==> config.mk <==
export PLATFORM = sky130hd
export DESIGN_NAME = postbox_link_sched
export DESIGN_NICKNAME = d
export VERILOG_FILES = /design/src/rtl/postbox_pkg.sv /design/src/rtl/postbox_byte_fifo.sv /design/src/rtl/postbox_link_sched.sv
export SDC_FILE = /design/constraint.sdc
export NUM_CORES = 1
export LEC_CHECK = 0
export CELL_PAD_IN_SITES_DETAIL_PLACEMENT = 1
export CELL_PAD_IN_SITES_GLOBAL_PLACEMENT = 1
export CORE_ASPECT_RATIO = 1.4
export CORE_MARGIN = 3
export CORE_UTILIZATION = 50
export CTS_CLUSTER_DIAMETER = 30
export DETAILED_ROUTE_END_ITERATION = 10
export HOLD_SLACK_MARGIN = 0.08
export PLACE_DENSITY = 0.87
export RECOVER_POWER = 50
export SETUP_SLACK_MARGIN = 0.2
export SLEW_MARGIN = 25
export SYNTH_ARGS = -nofsm -noshare
export SYNTH_HDL_FRONTEND = slang
export SYNTH_HIERARCHICAL = 1
export SYNTH_SLANG_ARGS = --single-unit
==> constraint.sdc <==
create_clock -name refclk -period 5.16 [get_ports refclk]
set_input_delay 1.032 -clock refclk [delete_from_list [all_inputs] [get_ports refclk]]
set_output_delay 1.032 -clock refclk [all_outputs]
set_load 0.01 [all_outputs]
==> src/rtl/postbox_pkg.sv <==
// Shared types and constants for the postbox host-link scheduler.
package postbox_pkg;

   typedef enum logic [1:0] {
      IDLE,
      SETUP,
      SHIFT,
      GAP
   } state_e;

   typedef enum logic {
      GRANT_OUT,
      GRANT_IN
   } grant_e;

   localparam int unsigned SPI_BITS     = 8;
   localparam logic [7:0]  INPUT_DUMMY  = 8'h00;
   localparam logic [7:0]  TIMEOUT_BYTE = 8'hFF;

endpackage

==> src/rtl/postbox_byte_fifo.sv <==
// Synchronous byte FIFO; DEPTH must be a power of two. Pop before push when full.
module postbox_byte_fifo #(
   parameter int unsigned DEPTH = 4
) (
   input  logic                     clk,
   input  logic                     reset_n,
   input  logic                     push,
   input  logic [7:0]               push_data,
   input  logic                     pop,
   output logic [7:0]               pop_data,
   output logic                     full,
   output logic                     empty,
   output logic [$clog2(DEPTH):0]   count
);

   localparam int unsigned AW = $clog2(DEPTH);
   localparam int unsigned CW = AW + 1;

   logic [7:0]    mem [DEPTH];
   logic [AW-1:0] wr_ptr;
   logic [AW-1:0] rd_ptr;
   logic          do_push;
   logic          do_pop;

   assign empty    = (count == '0);
   assign full     = (count == CW'(DEPTH));
   assign do_pop   = pop & ~empty;
   assign do_push  = push & (~full | do_pop);
   assign pop_data = mem[rd_ptr];

   // Pointer and occupancy tracking; pointers wrap naturally at DEPTH.
   always_ff @(posedge clk) begin
      if (!reset_n) begin
         wr_ptr <= '0;
         rd_ptr <= '0;
         count  <= '0;
      end else begin
         if (do_push) wr_ptr <= wr_ptr + AW'(1);
         if (do_pop)  rd_ptr <= rd_ptr + AW'(1);
         case ({do_push, do_pop})
            2'b10:   count <= count + CW'(1);
            2'b01:   count <= count - CW'(1);
            default: count <= count;
         endcase
      end
   end

   // Storage array, no reset needed.
   always_ff @(posedge clk) begin
      if (do_push) mem[wr_ptr] <= push_data;
   end

endmodule

==> src/rtl/postbox_link_sched.sv <==
// Arbitrates the host SPI link between outbound FIFO bytes and inbound byte
// requests, drives an SPI mode-0 master and times out stalled input requests.
// Optional statistics counters: define POSTBOX_SCHED_STATS_EN.
module postbox_link_sched
   import postbox_pkg::*;
#(
   parameter int unsigned FIFO_DEPTH     = 4,
   parameter int unsigned TIMEOUT_CYCLES = 255,
   parameter int unsigned GAP_CYCLES     = 2
) (
   input  logic        refclk,
   input  logic        reset_n,
   input  logic        out_valid,
   input  logic [7:0]  out_data,
   output logic        out_ready,
   input  logic        in_req,
   output logic        in_valid,
   output logic [7:0]  in_data,
   input  logic        rx_ready,
   input  logic        tx_pending,
   output logic        want_tx,
   output logic        xfer_is_input,
   output logic        spi_cs,
   output logic        spi_sck,
   output logic        spi_mosi,
   input  logic        spi_miso,
   output logic        timeout_flag
`ifdef POSTBOX_SCHED_STATS_EN
  ,output logic [15:0] out_count,
   output logic [15:0] in_count,
   output logic [7:0]  to_count
`endif
);

   localparam int unsigned CNT_W = $clog2(FIFO_DEPTH) + 1;

   state_e       state, state_d;
   grant_e       last_grant, last_grant_d;
   logic [2:0]   bit_cnt, bit_cnt_d;
   logic         phase, phase_d;
   logic [7:0]   gap_cnt, gap_cnt_d;
   logic [7:0]   shreg, shreg_d;
   logic         rx_bit, rx_bit_d;
   logic         is_in_d;
   logic         serviced, serviced_d;
   logic [7:0]   wait_cnt, wait_cnt_d;
   logic         in_valid_d;
   logic [7:0]   in_data_d;
   logic         timeout_d;
   logic         spi_cs_d, spi_sck_d, spi_mosi_d;
   logic         rdy_q;

   logic             fifo_full, fifo_empty, fifo_pop;
   logic [7:0]       fifo_head;
   logic [CNT_W-1:0] fifo_count;

   logic in_cand, out_cand, arb_ok, pick_in, pick_out, grant_in, to_fire;

   postbox_byte_fifo #(.DEPTH(FIFO_DEPTH)) u_fifo (
      .clk       (refclk),
      .reset_n   (reset_n),
      .push      (out_valid & out_ready),
      .push_data (out_data),
      .pop       (fifo_pop & ~fifo_empty),
      .pop_data  (fifo_head),
      .full      (fifo_full),
      .empty     (fifo_empty),
      .count     (fifo_count)
   );

   assign out_ready = rdy_q & ~fifo_full;
   assign want_tx   = rdy_q & in_req & ~serviced;

   // Grant decision: fair alternation on ties, also allowed on the last GAP cycle.
   assign in_cand  = in_req & tx_pending & ~serviced;
   assign out_cand = rx_ready & (fifo_count != '0);
   assign arb_ok   = (state == IDLE) | ((state == GAP) & (gap_cnt == 8'(GAP_CYCLES - 1)));
   assign pick_in  = in_cand & (~out_cand | (last_grant == GRANT_OUT));
   assign pick_out = out_cand & ~pick_in;
   assign grant_in = arb_ok & pick_in;
   assign to_fire  = in_req & ~serviced & ~grant_in & (wait_cnt == 8'(TIMEOUT_CYCLES - 1));

   // State and registered outputs.
   always_ff @(posedge refclk) begin
      if (!reset_n) begin
         state         <= IDLE;
         last_grant    <= GRANT_OUT;
         bit_cnt       <= '0;
         phase         <= 1'b0;
         gap_cnt       <= '0;
         shreg         <= '0;
         rx_bit        <= 1'b0;
         xfer_is_input <= 1'b0;
         serviced      <= 1'b0;
         wait_cnt      <= '0;
         in_valid      <= 1'b0;
         in_data       <= '0;
         timeout_flag  <= 1'b0;
         spi_cs        <= 1'b1;
         spi_sck       <= 1'b0;
         spi_mosi      <= 1'b0;
         rdy_q         <= 1'b0;
      end else begin
         state         <= state_d;
         last_grant    <= last_grant_d;
         bit_cnt       <= bit_cnt_d;
         phase         <= phase_d;
         gap_cnt       <= gap_cnt_d;
         shreg         <= shreg_d;
         rx_bit        <= rx_bit_d;
         xfer_is_input <= is_in_d;
         serviced      <= serviced_d;
         wait_cnt      <= wait_cnt_d;
         in_valid      <= in_valid_d;
         in_data       <= in_data_d;
         timeout_flag  <= timeout_d;
         spi_cs        <= spi_cs_d;
         spi_sck       <= spi_sck_d;
         spi_mosi      <= spi_mosi_d;
         rdy_q         <= 1'b1;
      end
   end

   // Next-state, shifter, arbitration and timeout logic.
   always_comb begin
      state_d      = state;
      last_grant_d = last_grant;
      bit_cnt_d    = bit_cnt;
      phase_d      = phase;
      gap_cnt_d    = gap_cnt;
      shreg_d      = shreg;
      rx_bit_d     = rx_bit;
      is_in_d      = xfer_is_input;
      serviced_d   = serviced & in_req;
      wait_cnt_d   = '0;
      in_valid_d   = 1'b0;
      in_data_d    = in_data;
      timeout_d    = timeout_flag;
      fifo_pop     = 1'b0;

      unique case (state)
         SETUP: begin
            state_d   = SHIFT;
            phase_d   = 1'b0;
            bit_cnt_d = '0;
         end
         SHIFT: begin
            if (!phase) begin
               rx_bit_d = spi_miso;
               phase_d  = 1'b1;
            end else begin
               shreg_d = {shreg[6:0], rx_bit};
               phase_d = 1'b0;
               if (bit_cnt == 3'(SPI_BITS - 1)) begin
                  state_d   = GAP;
                  gap_cnt_d = '0;
                  is_in_d   = 1'b0;
                  if (xfer_is_input) begin
                     in_valid_d = 1'b1;
                     in_data_d  = {shreg[6:0], rx_bit};
                  end
               end else begin
                  bit_cnt_d = bit_cnt + 3'd1;
               end
            end
         end
         GAP: begin
            gap_cnt_d = gap_cnt + 8'd1;
            if (gap_cnt == 8'(GAP_CYCLES - 1)) state_d = IDLE;
         end
         default: ;
      endcase

      if (arb_ok & (pick_in | pick_out)) begin
         state_d      = SETUP;
         last_grant_d = pick_in ? GRANT_IN : GRANT_OUT;
         is_in_d      = pick_in;
         shreg_d      = pick_in ? INPUT_DUMMY : fifo_head;
         fifo_pop     = pick_out;
         if (pick_in) serviced_d = 1'b1;
      end

      if (to_fire) begin
         in_valid_d = 1'b1;
         in_data_d  = TIMEOUT_BYTE;
         timeout_d  = 1'b1;
         serviced_d = 1'b1;
      end else if (in_req & ~serviced & ~grant_in) begin
         wait_cnt_d = wait_cnt + 8'd1;
      end

      spi_cs_d   = ~((state_d == SETUP) | (state_d == SHIFT));
      spi_sck_d  = (state_d == SHIFT) & ~phase_d;
      spi_mosi_d = spi_cs_d ? 1'b0 : shreg_d[7];
   end

`ifdef POSTBOX_SCHED_STATS_EN
   logic xfer_end;
   assign xfer_end = (state == SHIFT) & phase & (bit_cnt == 3'(SPI_BITS - 1));

   // Saturating transfer and timeout counters.
   always_ff @(posedge refclk) begin
      if (!reset_n) begin
         out_count <= '0;
         in_count  <= '0;
         to_count  <= '0;
      end else begin
         if (xfer_end & ~xfer_is_input & (out_count != '1)) out_count <= out_count + 16'd1;
         if (xfer_end & xfer_is_input & (in_count != '1))   in_count  <= in_count + 16'd1;
         if (to_fire & (to_count != '1))                    to_count  <= to_count + 8'd1;
      end
   end
`endif

endmodule

==> flow_summary.json <==
{
  "grt_max_degree": 27,
  "netlist_area_sq_um": 3900,
  "clkTransAtPathRegs_ns": 0.09,
  "synth_top_family_by_area": "simple AND/OR/NAND/NOR gates",
  "root_buffer": "clkbuf_8",
  "grt_use_total_pct": 20.2,
  "cpMostUsedCell": "nand2b_1",
  "clock.fmax_mhz": 284,
  "critPathSlowestCell": "and2_0",
  "crit_type": "in2reg",
  "worst_pin_slew_ns": 1.09,
  "dp_hpwl_microns": 5880,
  "dr.pass1.iters": 4,
  "top_usage_layer": "met2",
  "wl_per_cell_microns": 17.6,
  "reg2reg_slack_ns": 1.87,
  "clock_skew_ns": 0.00897,
  "die_w_microns": 80.6,
  "synth_xor_area_share_pct": 2.92,
  "ys_types": 56,
  "period_share_pct": 68.1,
  "p_int_mw": 1.03,
  "status": "finished clean",
  "pwr-share-clk_pct": 35.5,
  "cap_viol_max_count": 0,
  "postCtsSetupRepairBufs": 0,
  "cts.sinks": 89,
  "crit_path_end_kind": "flop",
  "port_buffers": 30,
  "fillers": 774,
  "ys.flop_type": "dfxtp_1",
  "avgSynthCellArea_sq_um": 11.5,
  "ys_seq_area_share_pct": 53.9,
  "grt_overflow": 0,
  "synthAdderAreaFrac_pct": 5.65,
  "start_kind": "input pin",
  "p_switching_mw": 0.349,
  "clk_latency_ns": 0.37,
  "synth.top_cell.area_share_pct": 29.3,
  "viasPerCell": 5.75,
  "synth_mux_area_share_pct": 8.50,
  "clockBufferDepth": 2,
  "synth_top_area_cell": "dfxtp_1",
  "die_height_microns": 110,
  "period_minus_slack_ns": 3.52,
  "relSlewSlack_pct": 27.3,
  "synth_seq_cells": 89,
  "nNetsFinal": 397,
  "io_pins": 31,
  "path_max_fanout": 15,
  "drive_gt1_share_pct": 8.38,
  "drt_iter0_markers": 119,
  "yosysWarnings": 6,
  "timing_hold_violations_final": 0,
  "place_congestion": 0.732,
  "p_sw_share_pct": 25.3,
  "required_ns": 5.44,
  "dr_total_vias": 2686,
  "cts.repair.resized": 0,
  "initial_utilization_pct": 52.3,
  "setup-tns-final_ns": 0,
  "synth-edff-count": 32,
  "synthCells": 338,
  "comb_power_share_pct": 9.0,
  "drc_errors": 0,
  "synth_simple_gate_area_share_pct": 14.2,
  "p_seq_share_pct": 55.6,
  "finalWirelength_microns": 8220,
  "setup-violations-final": 0,
  "antenna_found_initial": 0,
  "irDropWorstVdd_v": 0.000302,
  "cts_buffers": 9,
  "fin_total_pwr_mw": 1.38,
  "power.density_nw_per_um2": 311,
  "first_global_vias": 2747,
  "die_area_sq_um": 8910,
  "p_leak_nw": 1.67,
  "crit_chain": "dlygate4sd3_1 -> nand3b_1 -> nand2b_1 -> and2_0 -> nor3_1 -> ha_1 -> nand2b_1 -> o32ai_1",
  "use_met1_pct": 23.0,
  "synthTopCellsByArea": "dfxtp_1, edfxtp_1, ha_1",
  "hp-class": "reg2reg",
  "synth_compound_area_share_pct": 11.5,
  "path_delay_family": "simple AND/OR/NAND/NOR gates",
  "max_stage_delay_ns": 0.74,
  "async_reset_ff_share_pct": 0,
  "gr-usage-met2_pct": 35.0,
  "antenna_cells": 0,
  "critical_path_arrival_ns": 3.79,
  "ant_nets": 0,
  "synth.net_count": 370,
  "path_buf_inv": 1,
  "row_count": 37,
  "grt_pass1_wl_microns": 13600,
  "hold_buffers": 0,
  "slew_violations": 0,
  "core_sq_um": 7450,
  "yosysMostFrequentCell": "dfxtp_1",
  "htree_num_levels": 3,
  "met3_usage_pct": 5.38,
  "syn2layout_area_growth_pct": 13.9,
  "synth_commonest_cells": "dfxtp_1, edfxtp_1, nand2_1, nor2_1",
  "cts_tree": "built",
  "rsz0062_at_grt": "false",
  "whs_ns": 0.450
}
[worst paths after layout]
check,to,cells after the start,start
setup / recovery,spi_mosi,8,in_req
hold / removal,timeout_flag,2,timeout_flag
setup reg to reg,u_fifo/count[2],13,gap_cnt[0]
hold reg to reg,timeout_flag,2,timeout_flag
[area by class of cell]
class                   instances  area (sq um)  share of cell area (%)
flip-flops and latches         89          2100                    47.4
repair buffers                 31           304                    6.85
well taps                      97           121                    2.73
inverters                      14          52.6                    1.18
multi-input cells             220          1660                    37.3
clock buffers                  10           128                    2.87
clock inverters                 6          75.1                    1.69
[cells in the final DEF, fill, tap and decap left out, types with 6 or more instances in the layout]
master and n:
dfxtp_1 57, edfxtp_1 32, nand2_1 26, nor2_1 23, dlygate4sd3_1 23, o21ai_0 18
ha_1 16, inv_1 14, mux2i_1 14, nand3_1 13, xor2_1 10, and2_1 9
clkbuf_8 9, mux4_2 8, a21oi_1 7, a221oi_1 7, clkdlybuf4s50_1 7, a41o_1 6
[worst register-to-register path, cell delays in order (launching register included)]
cell and delay (ns):
dfxtp_1 0.44, ha_1 0.17, nor4b_2 0.26, a31o_2 0.37, o211ai_1 0.22, nor2_1 0.18, inv_1 0.10, nor2_1 0.20
ha_1 0.22, inv_1 0.06, fa_1 0.38, xor2_1 0.16, or3_1 0.30, a21boi_0 0.16
[flip-flops by register name, summed over array words and instances, names as in the netlist, named ones only]
register and flops:
spi_cs 1, u_fifo/rd_ptr 2, serviced 1, xfer_is_input 1, in_data 8, wait_cnt 8, spi_sck 1, u_fifo/count 3
u_fifo/wr_ptr 2, rx_bit 1, gap_cnt 8, phase 1, rdy_q 1, last_grant 1, state 2, u_fifo/mem 32
bit_cnt 3, spi_mosi 1, shreg 8, timeout_flag 1, in_valid 1
[kinds of logic after synthesis]
kind of cell	Yosys count
xor gates and xnor gates	13
and+or+nand+nor	105
muxes	23
buffers and inverters	29
DFF	89
adders and majority gates	17
AOI/OAI and AO/OA	62
[power by group through the flow]
stage	sequential, mW	combinational [mW]	clock [mW]
floorplan	0.778	0.0882	0
finish	0.767	0.124	0.489
global route	0.770	0.138	0.535
global placement	0.782	0.124	0
detailed placement	0.784	0.129	0
CTS	0.768	0.130	0.502
[per-layer routing]
metal	wire, microns	vias up
met5	0	-
met3	251	9
met2	4450	40
li1	-	1292
met1	3350	1345
met4	160	0
[stage by stage]
step / instances / cell area, sq um / utilization, % / setup slack, ns
after floorplan: 338 / 3900 / - / 2.15
after global placement: 451 / 4250 / 57.0 / 1.43
after detailed placement: 451 / 4250 / 57.0 / 1.29
after CTS: 467 / 4450 / 59.7 / 1.70
after global routing: 467 / 4440 / 59.6 / 1.34
final: 467 / 4440 / 59.6 / 1.64
(Power assumes the default switching activity.)
